**config.mk**
```make
export PLATFORM = sky130hd
export DESIGN_NAME = moo_gcm_seq
export DESIGN_NICKNAME = d
export VERILOG_FILES = /design/src/rtl/moo_gcm_pkg.sv /design/src/rtl/moo_tag_cmp.sv /design/src/rtl/moo_gcm_seq.sv
export SDC_FILE = /design/constraint.sdc
export NUM_CORES = 1
export LEC_CHECK = 0
export ABC_AREA = 1
export CORE_AREA = 2 2 230 232
export CTS_CLUSTER_SIZE = 20
export DETAILED_ROUTE_END_ITERATION = 12
export DIE_AREA = 0 0 232 234
export HOLD_SLACK_MARGIN = 0.12
export PLACE_DENSITY = 0.62
export SLEW_MARGIN = 20
export SYNTH_ARGS = -nofsm -noshare
export SYNTH_HDL_FRONTEND = slang
export SYNTH_HIERARCHICAL = 1
export SYNTH_SLANG_ARGS = --single-unit
```
**constraint.sdc**
```tcl
create_clock -name clk -period 3.7 [get_ports clk]
set_input_delay 0.74 -clock clk [delete_from_list [all_inputs] [get_ports clk]]
set_output_delay 0.74 -clock clk [all_outputs]
set_load 0.02 [all_outputs]
```
**src/rtl/moo_gcm_pkg.sv**
```systemverilog
// Shared definitions for the GCM tag sequencer: GHASH op codes, state encoding,
// latched request payload and the byte-count to 16-byte-block helper.
package moo_gcm_pkg;

  localparam int unsigned TAG_W  = 128;
  localparam int unsigned SADD_W = 16;
  localparam int unsigned SMSG_W = 32;
  localparam int unsigned TLEN_W = 5;
  localparam int unsigned AADC_W = 13;
  localparam int unsigned MSGC_W = 29;
  localparam int unsigned OP_W   = 2;

  localparam logic [OP_W-1:0] GHASH_WRD   = 2'b00;
  localparam logic [OP_W-1:0] GHASH_ENC   = 2'b01;
  localparam logic [OP_W-1:0] GHASH_NNC_F = 2'b10;
  localparam logic [OP_W-1:0] GHASH_GCM_F = 2'b11;

  typedef enum logic [2:0] {
    ST_IDLE,
    ST_CLR,
    ST_AAD,
    ST_MSG,
    ST_LEN,
    ST_FIN,
    ST_DONE
  } gcm_state_e;

  typedef struct packed {
    logic              decrypt;
    logic [TLEN_W-1:0] tag_len;
    logic [TAG_W-1:0]  tag_in;
  } gcm_req_t;

  // Number of 16-byte blocks needed to cover a byte count (partial block rounds up).
  function automatic logic [MSGC_W-1:0] ceil_blocks(input logic [SMSG_W-1:0] bytes);
    return MSGC_W'(bytes >> 4) + MSGC_W'(|bytes[3:0]);
  endfunction

endpackage

```
**src/rtl/moo_tag_cmp.sv**
```systemverilog
// Masked comparison of two 128-bit tags over the leading tag_len bytes
// (lengths outside 4..16 compare all 16 bytes).
module moo_tag_cmp
  import moo_gcm_pkg::*;
(
  input  logic [TAG_W-1:0]  tag_a_i,
  input  logic [TAG_W-1:0]  tag_b_i,
  input  logic [TLEN_W-1:0] tag_len_i,
  output logic              match_c_o
);

  logic [TLEN_W-1:0] len_eff;
  logic [7:0]        shamt;
  logic [TAG_W-1:0]  mask;

  always_comb begin
    len_eff = tag_len_i;
    if ((tag_len_i < TLEN_W'(4)) || (tag_len_i > TLEN_W'(16))) begin
      len_eff = TLEN_W'(16);
    end
    shamt     = {len_eff, 3'b000};
    mask      = ~({TAG_W{1'b1}} >> shamt);
    match_c_o = (((tag_a_i ^ tag_b_i) & mask) == '0);
  end

endmodule

```
**src/rtl/moo_gcm_seq.sv**
```systemverilog
// GCM authentication sequencer: clears GHASH, feeds AAD, ciphertext and length
// blocks, then forms the tag as ghash ^ E(K,J0) and verifies it on decrypt.
module moo_gcm_seq
  import moo_gcm_pkg::*;
(
  input  logic              clk,
  input  logic              rst_n,
  input  logic              clr_core,
  input  logic              start,
  input  logic              decrypt,
  input  logic [SADD_W-1:0] size_add,
  input  logic [SMSG_W-1:0] size_msg,
  input  logic [TLEN_W-1:0] tag_len,
  input  logic [TAG_W-1:0]  tag_in,
  input  logic [TAG_W-1:0]  ekj0,
  input  logic              blk_vld,
  output logic              blk_ack,
  output logic [OP_W-1:0]   ghash_op,
  output logic              ghash_en,
  output logic              ghash_clr,
  output logic              msg_done,
  input  logic              ghash_rdy,
  input  logic [TAG_W-1:0]  ghash,
  output logic              busy,
  output logic              done,
  output logic [TAG_W-1:0]  tag_out,
  output logic              auth_ok,
  output logic              auth_fail
);

  gcm_state_e        state_q, state_d;
  logic [AADC_W-1:0] aad_left_q, aad_left_d;
  logic [MSGC_W-1:0] msg_left_q, msg_left_d;
  gcm_req_t          req_q, req_d;
  logic [TAG_W-1:0]  tag_q, tag_d;
  logic              ok_q, ok_d;
  logic              fail_q, fail_d;
  logic              done_q, done_d;

  logic [TAG_W-1:0]  tag_calc;
  logic              tag_match;

  assign tag_calc = ghash ^ ekj0;

  moo_tag_cmp u_tag_cmp (
    .tag_a_i   (tag_calc),
    .tag_b_i   (req_q.tag_in),
    .tag_len_i (req_q.tag_len),
    .match_c_o (tag_match)
  );

  always_ff @(posedge clk or negedge rst_n) begin
    if (!rst_n) begin
      state_q    <= ST_IDLE;
      aad_left_q <= '0;
      msg_left_q <= '0;
      req_q      <= '0;
      tag_q      <= '0;
      ok_q       <= 1'b0;
      fail_q     <= 1'b0;
      done_q     <= 1'b0;
    end else begin
      state_q    <= state_d;
      aad_left_q <= aad_left_d;
      msg_left_q <= msg_left_d;
      req_q      <= req_d;
      tag_q      <= tag_d;
      ok_q       <= ok_d;
      fail_q     <= fail_d;
      done_q     <= done_d;
    end
  end

  // Next-state and GHASH command decode; clr_core overrides every state.
  always_comb begin
    state_d    = state_q;
    aad_left_d = aad_left_q;
    msg_left_d = msg_left_q;
    req_d      = req_q;
    tag_d      = tag_q;
    ok_d       = ok_q;
    fail_d     = fail_q;
    done_d     = 1'b0;
    ghash_op   = GHASH_WRD;
    ghash_en   = 1'b0;
    ghash_clr  = 1'b0;
    msg_done   = 1'b0;
    blk_ack    = 1'b0;

    if (clr_core) begin
      state_d = ST_IDLE;
      tag_d   = '0;
      ok_d    = 1'b0;
      fail_d  = 1'b0;
    end else begin
      unique case (state_q)
        ST_IDLE: begin
          if (start) begin
            req_d.decrypt = decrypt;
            req_d.tag_len = tag_len;
            req_d.tag_in  = tag_in;
            aad_left_d    = AADC_W'(ceil_blocks(SMSG_W'(size_add)));
            msg_left_d    = ceil_blocks(size_msg);
            ok_d          = 1'b0;
            fail_d        = 1'b0;
            state_d       = ST_CLR;
          end
        end
        ST_CLR: begin
          ghash_clr = 1'b1;
          if (aad_left_q != '0)      state_d = ST_AAD;
          else if (msg_left_q != '0) state_d = ST_MSG;
          else                       state_d = ST_LEN;
        end
        ST_AAD: begin
          ghash_op = GHASH_WRD;
          ghash_en = blk_vld & ghash_rdy;
          blk_ack  = ghash_en;
          if (ghash_en) begin
            aad_left_d = aad_left_q - AADC_W'(1);
            if (aad_left_q == AADC_W'(1)) begin
              state_d = (msg_left_q != '0) ? ST_MSG : ST_LEN;
            end
          end
        end
        ST_MSG: begin
          ghash_op = GHASH_ENC;
          msg_done = (msg_left_q == MSGC_W'(1));
          ghash_en = blk_vld & ghash_rdy;
          blk_ack  = ghash_en;
          if (ghash_en) begin
            msg_left_d = msg_left_q - MSGC_W'(1);
            if (msg_left_q == MSGC_W'(1)) state_d = ST_LEN;
          end
        end
        ST_LEN: begin
          ghash_op = GHASH_GCM_F;
          ghash_en = ghash_rdy;
          if (ghash_rdy) state_d = ST_FIN;
        end
        ST_FIN: begin
          if (ghash_rdy) begin
            tag_d = tag_calc;
            if (req_q.decrypt) begin
              ok_d   = tag_match;
              fail_d = ~tag_match;
            end
            done_d  = 1'b1;
            state_d = ST_DONE;
          end
        end
        ST_DONE: begin
          state_d = ST_IDLE;
        end
        default: begin
          state_d = ST_IDLE;
        end
      endcase
    end
  end

  assign busy      = (state_q != ST_IDLE);
  assign done      = done_q;
  assign tag_out   = tag_q;
  assign auth_ok   = ok_q;
  assign auth_fail = fail_q;

endmodule
```
==> flow_summary.toml <==
[logic_synthesis]
synth.lib_cells_used.distinct = 44
syn-mean-instance-area_sq_um = 7.91
yosys-top-cells-count = "555 x sky130_fd_sc_hd__nand2_1, 384 x sky130_fd_sc_hd__inv_1, 310 x sky130_fd_sc_hd__dfrtp_1"
ys_warn_count = 6
synth_seq_area_share_pct = 41.6
ys_dominant_reg_cell = "sky130_fd_sc_hd__dfrtp_1"
synth.most_common_cell = "sky130_fd_sc_hd__nand2_1"
async_reset_ff_share_pct = 100
post_synth_inst_count = 2357
post_synth_main_area_contributors = "sky130_fd_sc_hd__dfrtp_1 42%, sky130_fd_sc_hd__nand2_1 11%, sky130_fd_sc_hd__inv_1 7.7%"
yosys.area.top_type_share_pct = 41.6
synth_edf_count = 0
synth_nets = 2811
synth_seq_cells = 310
synth.largest_area_cell = "sky130_fd_sc_hd__dfrtp_1"
syn-cell-area_sq_mm = 0.0187

[layout]
seqCellArea_sq_mm = 0.00776
instances_no_fill = 3661
area.growth.synth_to_final_pct = 43.1
layout-drive-gt1-share_pct = 8.60
multiInputGateArea_sq_mm = 0.00905
post-route-util_pct = 51.3
finish.instance_area_sq_mm = 0.0267
num-nets-final = 3390
final.fill_count = 4918

[timing]
maxSlewViolCount = 0
postLayoutSetupSlackWorst_ns = 0.326
finalHoldViolCount = 0
finalWorstPathRequiredPeriod_ns = 3.37
rsz_0062_raised_after_global_routing = "false"
final.hold.worst_slack_ns = 0.138
timing.clock.skew_ns = 0.0287
final.period_utilization_pct = 91.2
slew_headroom_pct = 26.4
setup_tns_final_ns = 0
setup_violations = 0
max_clock_freq_ghz = 0.296
timing_worst_slew_pin_value_ns = 1.10

[clocking]
htree_levels = 2
clk-insertion-delay-late_ns = 0.56
post-cts-setup-buffers = 0
cts_inserted_buffers = 39
clkTransAtPathRegs_ns = 0.06
clock-sinks = 310
clock_tree.buffer_depth = 3
ctsResizeCount = 0
cts.hold.buffers_added = 0
cts_tree = "done"
ctsRootBufferMaster = "sky130_fd_sc_hd__clkbuf_16"

[power]
power.static_leakage_nw = 12.7
ir_drop_mv = 0.281
report.power.total_mw = 14.5
power-per-cell-area_mw_per_mm2 = 543

[drt]
wl_per_cell_microns = 18.2
drt-total-wl_mm = 66.8
detail_route.drc_violations = 0
drt-pass1-iter-count = 5
dr.first_iter.drc_count = 926
final_antenna_net_count = 0
vias_per_cell = 4.79
routed-via-count = 17500

[setup_path]
timing.critical_path.required_ns = 2.96
cp.arrival_ns = 2.63
worstPathMaxFanout = 5
end_kind = "output pin"
cp-start-kind = "register"
crit_type = "register to output pin"

[floorplanning]
die_h_microns = 234
floorplan.die.width_microns = 232
std_cell_rows = 84
core-area_sq_mm = 0.0520
initial_core_util_pct = 35.9
boundaryPins = 582
die-area_sq_mm = 0.0543

[global_routing]
gr-total-overflow = 0
globalRouteMet2Util_pct = 41.7
grt_busiest_layer = "met2"
grt_first_pass_wirelength_mm = 99.6
grt_util_all_layers_pct = 23.9
grtUsageMet3_pct = 4.66
grt_antenna_before_repair = 11
fraction_of_met1_tracks_used_by_global_routing_pct = 28.6
via_count_of_the_first_global_routing_pass = 17500
grt_start_max_net_pins = 83

[place]
place_inst = 3583
place_congestion = 0.872
portBuffers = 581
preCtsSetupSlack_ns = 0.389
placement.cell_area_sq_mm = 0.0253
place.detailed.hpwl_mm = 52.1

[flow_run]
cap_viol_max_count = 0

[hold_path]
class_of_the_tightest_hold_or_removal_check = "input pin to async pin"

[status]
status = "completed"
-- logic make-up after synthesis --
group | after synthesis | share of synthesized area [%]
multiplexers | 134 | 9.30
flip-flops | 310 | 41.6
buffers and inverters | 466 | 9.95
XOR/XNOR | 194 | 9.11
adder cells (fa/ha/maj) | 10 | 0.671
AO/OA/AOI/OAI | 239 | 6.72
AND/OR/NAND/NOR | 1004 | 22.7
-- report_power, final --
part / switching [mW] / internal (mW) / total (mW)
Clock: 1.59 / 2.42 / 4.01
Combinational: 2.60 / 2.57 / 5.17
Sequential: 0.888 / 4.41 / 5.30
Total: 5.09 / 9.40 / 14.5
-- registers in the layout, indices dropped and copies added, names as in the netlist --
signal      count
req_q         134
aad_left_q     13
done            1
state_q         3
auth_ok         1
tag_out       128
msg_left_q     29
auth_fail       1
-- cell usage in the layout (no fill, tap or decap), types with 19 or more instances in the layout --
master                            synthesis  final
sky130_fd_sc_hd__a21oi_1                 24     24
sky130_fd_sc_hd__buf_4                    3     19
sky130_fd_sc_hd__clkbuf_16                0     41
sky130_fd_sc_hd__clkdlybuf4s50_1          0    580
sky130_fd_sc_hd__dfrtp_1                310    310
sky130_fd_sc_hd__inv_1                  384    384
sky130_fd_sc_hd__mux2_2                  74     74
sky130_fd_sc_hd__mux2_4                  60     60
sky130_fd_sc_hd__nand2_1                555    555
sky130_fd_sc_hd__nand3_1                212    212
sky130_fd_sc_hd__nor2_1                 172    172
sky130_fd_sc_hd__o21ai_0                168    168
sky130_fd_sc_hd__o21ai_1                 20     20
sky130_fd_sc_hd__xnor2_1                152    152
sky130_fd_sc_hd__xor2_1                  42     42
-- per-layer routing --
metal  part of all wire (%)  up-vias
met3                    5.7      113
met1                     41     8321
met5                   0.12        -
met2                     49      534
met4                    4.2       12
li1                       -     8542
-- critical path, cell delays in order (launching register included) --
cell and delay [ns]:
sky130_fd_sc_hd__dfrtp_1 0.43, sky130_fd_sc_hd__nor2_1 0.22, sky130_fd_sc_hd__nand2_1 0.10, sky130_fd_sc_hd__nor2_1 0.17, sky130_fd_sc_hd__nand2_1 0.21, sky130_fd_sc_hd__nor4_1 0.30
sky130_fd_sc_hd__clkdlybuf4s50_1 0.66
-- final timing paths --
kind                                 from            to  cells after the start  slack (ns)
setup / recovery           msg_left_q[24]      msg_done                      6        0.33
hold / removal                      rst_n  tag_out[114]                      1        0.14
setup reg to reg               state_q[0]    req_q[125]                      6        1.39
hold reg to reg                   auth_ok       auth_ok                      2        0.50
max in group asynchronous           rst_n    req_q[126]                      3        2.67
min in group clk                  auth_ok       auth_ok                      2        0.50
-- layout make-up --
class	instances	area share, %
clock buffer	52	4.19
multi-input combinational	1581	33.9
inverter	393	5.55
timing repair buffer	611	23.2
antenna	8	0.0750
tap	688	3.22
clock inverter	18	0.844
sequential	310	29.1
Power figures use the tool's default switching activity.
